==> config.mk <==
export PLATFORM = sky130hd
export DESIGN_NAME = tug_field
export DESIGN_NICKNAME = d
export VERILOG_FILES = /design/src/rtl/tug_pkg.sv /design/src/rtl/seg7_digit.sv /design/src/rtl/tug_field.sv
export SDC_FILE = /design/constraint.sdc
export NUM_CORES = 1
export LEC_CHECK = 0
export ABC_CLOCK_PERIOD_IN_PS = 3100
export BUFFER_PORTS_ARGS = -buffer_cell sky130_fd_sc_hd__buf_2
export CAP_MARGIN = 15
export CORE_UTILIZATION = 45
export CTS_BUF_LIST = sky130_fd_sc_hd__clkbuf_8 sky130_fd_sc_hd__clkbuf_16
export CTS_CLUSTER_DIAMETER = 150
export DETAILED_ROUTE_END_ITERATION = 12
export PLACE_DENSITY_LB_ADDON = 0.2
export REMOVE_ABC_BUFFERS = 1
export SYNTH_ARGS = -nofsm -noshare
export SYNTH_HDL_FRONTEND = slang
export SYNTH_SLANG_ARGS = --single-unit
==> constraint.sdc <==
create_clock -name Clock -period 3.1 [get_ports Clock]
set_input_delay 0.155 -clock Clock [delete_from_list [all_inputs] [get_ports Clock]]
set_output_delay 0.155 -clock Clock [all_outputs]
set_load 0.005 [all_outputs]
==> src/rtl/tug_pkg.sv <==
// rtl/tug_pkg.sv - shared types and constants for the tug-of-war playfield
package tug_pkg;

   typedef enum logic [1:0] {
      PLAY  = 2'd0,
      WIN_L = 2'd1,
      WIN_R = 2'd2
   } state_t;

   localparam logic [1:0] WIN_NONE  = 2'b00;
   localparam logic [1:0] WIN_LEFT  = 2'b10;
   localparam logic [1:0] WIN_RIGHT = 2'b01;

   // Active-low segments ordered {g,f,e,d,c,b,a}
   localparam logic [6:0] SEG_BLANK = 7'b1111111;
   localparam logic [6:0] SEG_0     = 7'b1000000;
   localparam logic [6:0] SEG_1     = 7'b1111001;
   localparam logic [6:0] SEG_2     = 7'b0100100;
   localparam logic [6:0] SEG_3     = 7'b0110000;
   localparam logic [6:0] SEG_4     = 7'b0011001;
   localparam logic [6:0] SEG_5     = 7'b0010010;
   localparam logic [6:0] SEG_6     = 7'b0000010;
   localparam logic [6:0] SEG_7     = 7'b1111000;
   localparam logic [6:0] SEG_8     = 7'b0000000;
   localparam logic [6:0] SEG_9     = 7'b0010000;

endpackage

==> src/rtl/seg7_digit.sv <==
// rtl/seg7_digit.sv - decimal digit to active-low seven-segment pattern
module seg7_digit
   import tug_pkg::*;
(
   input  logic [3:0] digit,
   output logic [6:0] seg
);

   always_comb begin
      seg = SEG_BLANK;
      case (digit)
         4'd0: seg = SEG_0;
         4'd1: seg = SEG_1;
         4'd2: seg = SEG_2;
         4'd3: seg = SEG_3;
         4'd4: seg = SEG_4;
         4'd5: seg = SEG_5;
         4'd6: seg = SEG_6;
         4'd7: seg = SEG_7;
         4'd8: seg = SEG_8;
         4'd9: seg = SEG_9;
         default: seg = SEG_BLANK;
      endcase
   end

endmodule

==> src/rtl/tug_field.sv <==
// rtl/tug_field.sv - tug-of-war playfield: edge detect, marker FSM, scores, score digits
module tug_field
   import tug_pkg::*;
#(
   parameter  int NUM_LIGHTS = 9,
   parameter  int SCORE_MAX  = 7,
   localparam int SCORE_W    = $clog2(SCORE_MAX + 1)
)
(
   input  logic                  Clock,
   input  logic                  Reset,
   input  logic                  L,
   input  logic                  R,
   output logic [NUM_LIGHTS-1:0] lights,
   output logic [1:0]            winner,
   output logic                  game_over,
   output logic [SCORE_W-1:0]    score_l,
   output logic [SCORE_W-1:0]    score_r,
   output logic [6:0]            hex_l,
   output logic [6:0]            hex_r
);

   localparam int POS_W = $clog2(NUM_LIGHTS);
   localparam logic [POS_W-1:0]   CENTRE = POS_W'((NUM_LIGHTS - 1) / 2);
   localparam logic [POS_W-1:0]   LAST   = POS_W'(NUM_LIGHTS - 1);
   localparam logic [SCORE_W-1:0] SMAX   = SCORE_W'(SCORE_MAX);

   logic               l_q, r_q;
   logic               press_l, press_r;
   state_t             state, state_n;
   logic [POS_W-1:0]   pos, pos_n;
   logic [SCORE_W-1:0] score_l_n, score_r_n;

   assign press_l = L & ~l_q;
   assign press_r = R & ~r_q;

   always_ff @(posedge Clock) begin
      if (Reset) begin
         l_q     <= 1'b0;
         r_q     <= 1'b0;
         state   <= PLAY;
         pos     <= CENTRE;
         score_l <= '0;
         score_r <= '0;
      end else begin
         l_q     <= L;
         r_q     <= R;
         state   <= state_n;
         pos     <= pos_n;
         score_l <= score_l_n;
         score_r <= score_r_n;
      end
   end

   always_comb begin
      state_n   = state;
      pos_n     = pos;
      score_l_n = score_l;
      score_r_n = score_r;
      lights    = '0;
      winner    = WIN_NONE;
      game_over = 1'b0;
      case (state)
         PLAY: begin
            lights[pos] = 1'b1;
            // Simultaneous presses cancel; bounds are tested before any step
            if (press_l && !press_r) begin
               if (pos == LAST) begin
                  state_n = WIN_L;
                  if (score_l < SMAX) score_l_n = score_l + SCORE_W'(1);
               end else begin
                  pos_n = pos + POS_W'(1);
               end
            end else if (press_r && !press_l) begin
               if (pos == '0) begin
                  state_n = WIN_R;
                  if (score_r < SMAX) score_r_n = score_r + SCORE_W'(1);
               end else begin
                  pos_n = pos - POS_W'(1);
               end
            end
         end
         WIN_L, WIN_R: begin
            winner    = (state == WIN_L) ? WIN_LEFT : WIN_RIGHT;
            game_over = 1'b1;
            // Any press only starts the next round; it does not move the marker
            if (press_l || press_r) begin
               state_n = PLAY;
               pos_n   = CENTRE;
            end
         end
         default: begin
            state_n = PLAY;
            pos_n   = CENTRE;
         end
      endcase
   end

   seg7_digit u_hex_l (
      .digit (4'(score_l)),
      .seg   (hex_l)
   );

   seg7_digit u_hex_r (
      .digit (4'(score_r)),
      .seg   (hex_r)
   );

endmodule

==> run_results.csv, run 1 <==
group,metric,value,unit
route,routedWlPerCell,12.9,µm
critical_path,cp_top_family,"compound AO/OA/AOI/OAI gates",
finish,layout-drive-gt1-share,0.265,
yosys,yosysTopAreaCellShare,0.327,
yosys,synth_seq_cells,28,
sta,rsz0062_at_grt,"false",
floorplan,die_x,63.7,µm
critical_path,crit_top_cell,"ha_1",
placed_design,gp_congestion,0.879,
clock_tree,clk_latency,270,ps
power_and_ir_drop,p_leak,1.00,nW
sta,fmax,366,MHz
sta,fin_crit_sh,0.882,
floorplan,core_area,3660,µm²
sta,relSlewSlack,0.621,
finish,n_fill_cell,322,
floorplan,initial_utilization,0.469,
critical_path,slowest_delay,580,ps
critical_path,critPathBufInv,1,
critical_path,crit_start,"state[1]",
yosys,synth_cells,183,
critical_path,cpMaxStageDelayCell,"a2111oi_0",
clock_tree,cts_resized,0,
sta,tns,0,ps
yosys,yosys_warnings,0,
clock_tree,cts_tree,"yes",
clock_tree,postCtsHoldBufs,0,
clock_tree,post_cts_buffers,0,
finish,area_growth_syn_to_layout,16.2,%
min_path,holdCritPathClass,"input port to flip-flop",
floorplan,row_count,22,
critical_path,crit_chain,"inv_1 -> ha_1 -> or3b_1 -> a2111oi_0 -> o2bb2ai_1 -> ha_1 -> mux2_2",
critical_path,required,3260,ps
run_status,status,"finished clean",
yosys,syn_area_per_cell,9.37,µm²
yosys,async_flop_share,0,
yosys,ys_top_cells_by_area,"dfxtp_1 33%, ha_1 15%, mux2i_1 5.3%, inv_1 3.5%, mux2_2 3.3%",
critical_path,timing.rr.start,"state[1]",
route,drt_iter0_markers,55,
floorplan,pin_count,36,
global_route,grt_max_degree,24,
finish,fin_area,1990,µm²
global_route,grt_antenna_before_repair,0,
clock_tree,cts.clk_slew.worst_paths,100,ps
sta,period_needed,2740,ps
sta,setup_viol,0,
min_path,min_from,"L",
route,finalWirelength,3400,µm
yosys,synthFlopType,"dfxtp_1",
run,max_cap_viol_count,0,
power_and_ir_drop,power_density,601,nW/µm²
global_route,grt.overflow.total,0,
global_route,grt_pass1_vias,1325,
critical_path,crit_type,"flip-flop to flip-flop",
route,vias_per_cell,5.25,
critical_path,critPathCaptureType,"flip-flop",
finish,nets,241,
route,route.detailed.drc,0,
sta,fin_worst_skew,8.24,ps
sta,whs,107,ps
sta,finalWorstSetupSlack,365,ps
critical_path,arrival,2890,ps
route,dr_total_vias,1381,
global_route,gr-usage-all-layers,0.176,
route,first_pass_iters,4,
clock_tree,clockRootBuffer,"clkbuf_8",
yosys,syn_area,1720,µm²
clock_tree,clock_sinks,28,
placed_design,dp_hpwl,2600,µm
power_and_ir_drop,ir_worst_vdd,0.000323,V
floorplan,dieArea,4060,µm²
yosys,yosys.area.top_type,"dfxtp_1",
global_route,grt_pass1_wl,5690,µm
clock_tree,cts.path.max_buffers,2,
placed_design,dpl-instance-area,1920,µm²
finish,n_antenna_cell,0,
clock_tree,htree_levels,1,
placed_design,io_buffers,35,
yosys,synth_edf_count,0,
placed_design,dpl_worst_slack,390,ps
yosys,yosysSeqAreaShare,0.327,
critical_path,startpoint_type,"flip-flop",
critical_path,critPathMaxFanout,6,
floorplan,fp.dieH,63.7,µm
clock_tree,cts_inserted_buffers,3,
sta,worstMarginPinSlew,554,ps
yosys,synth_cell_types,47,
sta,hold_viol,0,
sta,drv_slew,0,
route,antenna_left,0,
-- worst register-to-register path, delay by kind of cell, from the launching register on --
kind | cells | cell delay, ps
compound gates | 2 | 800
fa+ha+maj | 2 | 550
buf+inv | 1 | 120
flops | 1 | 350
mux | 1 | 280
simple gates | 1 | 520
-- cell type report --
| cell class | instances | area, µm² | share of cell area |
|---|---|---|---|
| Multi-Input combinational cell | 128 | 1040 | 0.522 |
| Sequential cell | 28 | 561 | 0.281 |
| Timing Repair Buffer | 38 | 198 | 0.0992 |
| Inverter | 17 | 63.8 | 0.0320 |
| Tap cell | 48 | 60.1 | 0.0301 |
| Clock buffer | 3 | 41.3 | 0.0207 |
| Clock inverter | 1 | 30.0 | 0.0151 |
-- where the power goes --
part | total (mW) | internal, mW | switching [mW]
registers | 0.466 | 0.395 | 0.0704
logic | 0.449 | 0.191 | 0.258
clock network | 0.284 | 0.173 | 0.111
-- layer usage --
metal,vias to the layer above,track usage,wire [µm]
met5,-,0,0
met4,0,0.0739,33
met3,4,0.0304,107
met2,36,0.301,1710
met1,654,0.216,1550
li1,687,-,-
-- state kept, by name, summed over array words and instances (netlist names) --
signal	flops
l_q	1
pos	4
r_q	1
score_l	3
score_r	3
state	2
u_hex_l.seg	7
u_hex_r.seg	7
-- layout by cell type (no fill, tap or decap), drive strengths merged, types with 2 or more instances in the layout --
cell,n
or3,2
nor3,6
clkbuf,3
or2,2
a22oi,2
nand3b,2
a21boi,2
nor3b,3
a21oi,7
xor2,3
and3,2
inv,17
nor2,15
nand2,9
a211oi,3
dfxtp,28
buf,38
nand2b,6
nor2b,7
o2bb2ai,2
mux2,6
ha,20
nor4b,2
mux2i,10
-- metrics by stage --
step                      std cells  power, mW  utilization
after floorplan                 173      0.780            -
final                           263       1.20        0.544
after global placement          259      0.901        0.525
after detailed placement        259      0.919        0.525
after global routing            263       1.29        0.544
after CTS                       263       1.21        0.544
-- synthesized netlist by cell type (2+ instances only) --
master,number
a22oi_1,2
o2bb2ai_1,2
nor3_1,5
xor2_1,3
or3_1,2
mux2_2,5
or2_2,2
a211oi_1,3
clkbuf_1,4
nor2_1,15
nand2_1,9
a21oi_1,7
ha_1,20
and3_1,2
nor2b_1,7
nand3b_1,2
inv_1,16
mux2i_1,9
nand2b_1,6
dfxtp_1,28
nor3b_1,3
a21boi_0,2
buf_2,5
-- logic make-up (layout without fill, tap and decap cells) --
| logic type | Yosys count | count (layout) | synth area share |
|---|---|---|---|
| AND/OR/NAND/NOR | 63 | 63 | 0.226 |
| flip-flops | 28 | 28 | 0.327 |
| buffers and inverters | 27 | 59 | 0.0671 |
| AO/OA/AOI/OAI | 25 | 25 | 0.105 |
| adder cells (fa/ha/maj) | 21 | 21 | 0.158 |
| multiplexers | 16 | 16 | 0.102 |
| XOR/XNOR | 3 | 3 | 0.0153 |
-- final timing paths --
check	depth (start not counted)	end	slack, ps
max	7	u_hex_l.seg[3]	360
min	2	l_q	110
max reg2reg	7	u_hex_l.seg[3]	360
min reg2reg	2	score_l[1]	580
Note: power is estimated with default switching activity, not from simulation.
==> run 2: changes to the inputs <==
--- a/config.mk
+++ b/config.mk
@@ -12,7 +12,7 @@
 export CTS_BUF_LIST = sky130_fd_sc_hd__clkbuf_8 sky130_fd_sc_hd__clkbuf_16
 export CTS_CLUSTER_DIAMETER = 150
 export DETAILED_ROUTE_END_ITERATION = 12
-export PLACE_DENSITY_LB_ADDON = 0.2
+export PLACE_DENSITY = 0.65
 export REMOVE_ABC_BUFFERS = 1
 export SYNTH_ARGS = -nofsm -noshare
 export SYNTH_HDL_FRONTEND = slang
==> run 2 against run 1 <==
- final cell count down 0.38%
- clock skew up 1.3 ps
- critical path depth up 1
- clock-buffer cell count did not move
- sequential cell count unchanged
- die area unchanged
- fmax down 3.7%
- critical path type unchanged
==> run_results.csv, run 2 (synthesized netlist as in run 1, its figures left out) <==
group,metric,value,unit
run_status,status,"finished clean",
placed_design,dpl-instance-area,1910,µm²
clock_tree,cts_tree,"yes",
route,finalWirelength,3400,µm
finish,fin_area,1990,µm²
critical_path,crit_chain,"inv_1 -> ha_1 -> or3b_1 -> nor4b_4 -> mux2i_1 -> inv_1 -> ha_1 -> mux2_2",
critical_path,critPathMaxFanout,6,
clock_tree,clock_sinks,28,
global_route,grt_pass1_vias,1295,
critical_path,reg2reg_depth,8,
finish,stdcell_count,262,
sta,fin_worst_skew,9.52,ps
critical_path,required,3270,ps
route,dr_total_vias,1367,
min_path,min_from,"R",
clock_tree,cts_inserted_buffers,3,
min_path,holdCritPathClass,"input port to flip-flop",
critical_path,rrSetupSlack,260,ps
clock_tree,cts.path.max_buffers,2,
placed_design,gp_congestion,0.789,
clock_tree,post_cts_buffers,0,
power_and_ir_drop,pwr-share-clk,0.238,
power_and_ir_drop,p_sw_frac,0.372,
critical_path,cpMaxStageDelayCell,"or3b_1",
global_route,grt_pass1_wl,5780,µm
power_and_ir_drop,seqPwrFrac,0.371,
critical_path,timing.rr.end,"u_hex_r.seg[3]",
critical_path,crit_type,"flip-flop to flip-flop",
power_and_ir_drop,p_comb_frac,0.391,
global_route,grt.overflow.total,0,
power_and_ir_drop,intPower,765,µW
sta,relSlewSlack,0.619,
floorplan,dieArea,4060,µm²
finish,layout-drive-gt1-share,0.262,
clock_tree,clk_latency,280,ps
floorplan,fp.dieH,63.7,µm
power_and_ir_drop,total_power,1.22,mW
clock_tree,cts.clk_slew.worst_paths,100,ps
finish,n_fill_cell,358,
run,max_cap_viol_count,0,
floorplan,die_x,63.7,µm
global_route,grt_antenna_before_repair,0,
critical_path,arrival,3010,ps
sta,whs,112,ps
sta,tns,0,ps
finish,nets,240,
placed_design,dp.cells,258,
placed_design,dp_hpwl,2580,µm
sta,hold_viol,0,
sta,fin_crit_sh,0.916,
critical_path,startpoint_type,"flip-flop",
finish,fin_util,0.542,
sta,rsz0062_at_grt,"false",
placed_design,io_buffers,35,
power_and_ir_drop,p_leak,1.00,nW
global_route,grt_max_degree,24,
sta,fmax,352,MHz
sta,finalWorstSetupSlack,261,ps
clock_tree,postCtsHoldBufs,0,
placed_design,dpl_worst_slack,291,ps
clock_tree,cts_resized,0,
floorplan,initial_utilization,0.469,
finish,mostFrequentLayoutCell,"buf_2",
critical_path,critPathCaptureType,"flip-flop",
finish,n_antenna_cell,0,
clock_tree,htree_levels,1,
route,drt_iter0_markers,70,
sta,worstMarginPinSlew,557,ps
power_and_ir_drop,p_switching,454,µW
critical_path,timing.rr.start,"state[1]",
critical_path,slowest_delay,540,ps
route,antenna_left,0,
sta,setup_viol,0,
sta,drv_slew,0,
min_path,whs_path_depth,2,
finish,layout_common_cells,"35 x buf_2, 28 x dfxtp_1, 20 x ha_1, 16 x inv_1, 15 x nor2_1",
finish,area_growth_syn_to_layout,15.8,%
sta,period_needed,2840,ps
route,first_pass_iters,4,
route,vias_per_cell,5.22,
floorplan,pin_count,36,
min_path,hold_path_end,"r_q",
power_and_ir_drop,ir_worst_vdd,0.000415,V
route,routedWlPerCell,13.0,µm
power_and_ir_drop,power_density,614,nW/µm²
global_route,gr-usage-all-layers,0.180,
clock_tree,clockRootBuffer,"clkbuf_8",
floorplan,core_area,3660,µm²
floorplan,row_count,22,
route,route.detailed.drc,0,
==> run 2: changes by cell type in the layout (fill, tap and decap cells not counted), sizes merged <==
cell  before  now
buf       38   37
==> run 2: layout make-up <==
type	instances	area, µm²	area share
Clock buffer	3	41.3	0.0208
Timing Repair Buffer	37	190	0.0958
Tap cell	48	60.1	0.0302
Inverter	17	63.8	0.0321
Sequential cell	28	561	0.282
Multi-Input combinational cell	128	1040	0.524
Clock inverter	1	30.0	0.0151
==> run 2: routing by layer <==
layer  vias to the layer above  routed length (µm)  GRT usage
li1                        686                   -          -
met1                       643                1540      0.224
met2                        31                1670      0.307
met3                         7                 131     0.0250
met4                         0                  66     0.0767
met5                         -                   0          0
==> run 2: how the worst max path moves through the flow <==
stage | from | endpoint | slack, ps
after global routing | state[1] | u_hex_l.seg[3] | 80
after floorplan | state[1] | u_hex_r.seg[3] | 470
after CTS | state[1] | u_hex_r.seg[0] | 260
after detailed placement | state[1] | u_hex_r.seg[0] | 290
after global placement | state[1] | u_hex_r.seg[3] | 390
final | state[1] | u_hex_r.seg[3] | 260
==> run 2: power by group through the flow <==
stage / registers, mW / logic (mW) / clock network (mW)
after CTS: 0.450 / 0.479 / 0.299
after floorplan: 0.454 / 0.326 / 0
after detailed placement: 0.457 / 0.475 / 0
after global placement: 0.456 / 0.464 / 0
final: 0.452 / 0.477 / 0.291
after global routing: 0.459 / 0.524 / 0.314
==> run 2: critical path, delay by kind of cell, from the launching register on <==
family	cells	cell delay, ps
fa+ha+maj	2	480
buf+inv	2	260
flops	1	350
mux	2	730
simple gates	2	910
==> run 3: changes to the inputs <==
--- a/config.mk
+++ b/config.mk
@@ -12,7 +12,8 @@
 export CTS_BUF_LIST = sky130_fd_sc_hd__clkbuf_8 sky130_fd_sc_hd__clkbuf_16
 export CTS_CLUSTER_DIAMETER = 150
 export DETAILED_ROUTE_END_ITERATION = 12
-export PLACE_DENSITY = 0.65
+export GPL_TIMING_DRIVEN = 0
+export PLACE_DENSITY = 0.67
 export REMOVE_ABC_BUFFERS = 1
 export SYNTH_ARGS = -nofsm -noshare
 export SYNTH_HDL_FRONTEND = slang
==> run 3 against run 2 <==
- fmax is 2.2% lower
- largest power group is now sequential cells
- core utilization is 0.21 points lower
- sequential power is 3% higher
- worst setup slack worse by 63 ps
- register-to-register slack worse by 60 ps
- critical path type unchanged
- final area is 0.38% lower
- critical endpoint is now u_hex_r.seg[0]
- sequential cell count stayed put
- critical path depth stayed put
- clock-buffer cell count stayed put
- first-iteration DRC count is 53% lower
- total power is 2.6% lower
- clock skew is 6.0 ps lower
==> run_results.csv, run 3 (synthesized netlist as in run 1, its figures left out) <==
group,metric,value,unit
global_route,grt_max_degree,24,
global_route,grt_pass1_wl,5370,µm
sta,fmax,345,MHz
critical_path,crit_chain,"inv_1 -> ha_2 -> or3b_1 -> nor4b_4 -> mux2i_2 -> inv_1 -> ha_1 -> mux2_2",
finish,fin_util,0.540,
run,max_cap_viol_count,0,
floorplan,core_area,3660,µm²
min_path,min_from,"R",
critical_path,arrival,3070,ps
route,finalWirelength,3020,µm
finish,n_fill_cell,356,
finish,layout_common_cells,"35 x buf_2, 28 x dfxtp_1, 19 x ha_1, 16 x inv_1, 15 x nor2_1",
global_route,grt.overflow.total,0,
clock_tree,cts_inserted_buffers,3,
clock_tree,clk_latency,270,ps
finish,area_growth_syn_to_layout,15.3,%
placed_design,dpl-instance-area,1900,µm²
floorplan,pin_count,36,
power_and_ir_drop,power_density,600,nW/µm²
clock_tree,clockRootBuffer,"clkbuf_8",
critical_path,timing.rr.end,"u_hex_r.seg[0]",
critical_path,crit_top_cell,"inv_1",
critical_path,critPathBufInv,2,
sta,fin_worst_skew,3.56,ps
critical_path,critPathCaptureType,"flip-flop",
critical_path,startpoint_type,"flip-flop",
finish,fin_area,1980,µm²
sta,period_needed,2900,ps
run_status,status,"finished clean",
floorplan,initial_utilization,0.469,
floorplan,dieArea,4060,µm²
clock_tree,clock_sinks,28,
critical_path,required,3270,ps
critical_path,rrSetupSlack,200,ps
critical_path,timing.rr.start,"state[0]",
clock_tree,cts.clk_slew.worst_paths,100,ps
critical_path,cpMaxStageDelayCell,"or3b_1",
critical_path,slowest_delay,560,ps
clock_tree,cts.path.max_buffers,2,
placed_design,io_buffers,35,
route,drt_iter0_markers,33,
finish,stdcell_count,260,
sta,fin_crit_sh,0.936,
sta,drv_slew,0,
critical_path,crit_type,"flip-flop to flip-flop",
clock_tree,post_cts_buffers,0,
global_route,gr-usage-all-layers,0.165,
sta,tns,0,ps
clock_tree,cts_tree,"yes",
finish,register_area,561,µm²
floorplan,die_x,63.7,µm
sta,worstMarginPinSlew,511,ps
route,routedWlPerCell,11.6,µm
critical_path,critPathMaxFanout,11,
placed_design,dp.cells,256,
finish,n_antenna_cell,0,
sta,setup_viol,0,
clock_tree,htree_levels,1,
finish,mostFrequentLayoutCell,"buf_2",
finish,multi_input_area,1050,µm²
route,first_pass_iters,4,
min_path,hold_path_end,"r_q",
critical_path,cp_top_family,"simple AND/OR/NAND/NOR gates",
route,dr_total_vias,1338,
sta,relSlewSlack,0.657,
global_route,grt_pass1_vias,1235,
global_route,grt_antenna_before_repair,0,
power_and_ir_drop,p_leak,0.990,nW
min_path,whs_path_depth,2,
floorplan,fp.dieH,63.7,µm
sta,hold_viol,0,
route,route.detailed.drc,0,
placed_design,dp_hpwl,2160,µm
power_and_ir_drop,ir_worst_vdd,0.000327,V
power_and_ir_drop,total_power,1.19,mW
route,vias_per_cell,5.15,
critical_path,reg2reg_depth,8,
finish,layout-drive-gt1-share,0.264,
route,antenna_left,0,
placed_design,gp_congestion,0.796,
min_path,holdCritPathClass,"input port to flip-flop",
sta,rsz0062_at_grt,"false",
floorplan,row_count,22,
finish,nets,238,
[run 3: cell types whose count changed in the layout (fill, tap and decap cells not counted), sizes merged]
cell,before,now
buf,37,35
[run 3: power breakdown]
group / switching [mW] / total [mW] / internal (mW)
logic: 0.248 / 0.435 / 0.187
clock network: 0.114 / 0.287 / 0.173
registers: 0.0699 / 0.465 / 0.395
total: 0.432 / 1.19 / 0.755
[run 3: worst max path at each step]
stage / cells past startpoint / start / slack [ps] / endpoint
after global routing: 8 / state[1] / 0.3 / u_hex_r.seg[3]
final: 8 / state[0] / 200 / u_hex_r.seg[0]
after detailed placement: 8 / state[1] / 50 / u_hex_r.seg[0]
after global placement: 8 / state[1] / 50 / u_hex_r.seg[0]
after CTS: 8 / state[1] / 10 / u_hex_r.seg[0]
after floorplan: 8 / state[1] / 470 / u_hex_r.seg[3]
[run 3: area by class of cell]
cell class              instances  share of cell area
clock buffers                   3              0.0209
clock inverters                 1              0.0152
inverters                      17              0.0323
multi-input cells             128               0.529
flip-flops and latches         28               0.283
well taps                      48              0.0304
repair buffers                 35              0.0886
[run 3: what timing repair did]
action | 4_1_cts | 5_1_grt
endpoints found under the setup margin | 0 | 5
hold buffers | 0 | 0
resized for setup | 0 | 3
[run 3: layer usage]
metal | wire length (µm) | track usage
met1 | 1490 | 0.211
met2 | 1420 | 0.275
met3 | 88 | 0.0250
met4 | 23 | 0.0653
met5 | 0 | 0
[run 3: per-stage QoR]
stage | worst slack, ps | hold slack (ps)
CTS | 12.5 | 107
global placement | 54.2 | 383
detailed placement | 53.6 | 395
floorplan | 470 | 224
global route | 0.343 | 128
finish | 198 | 112
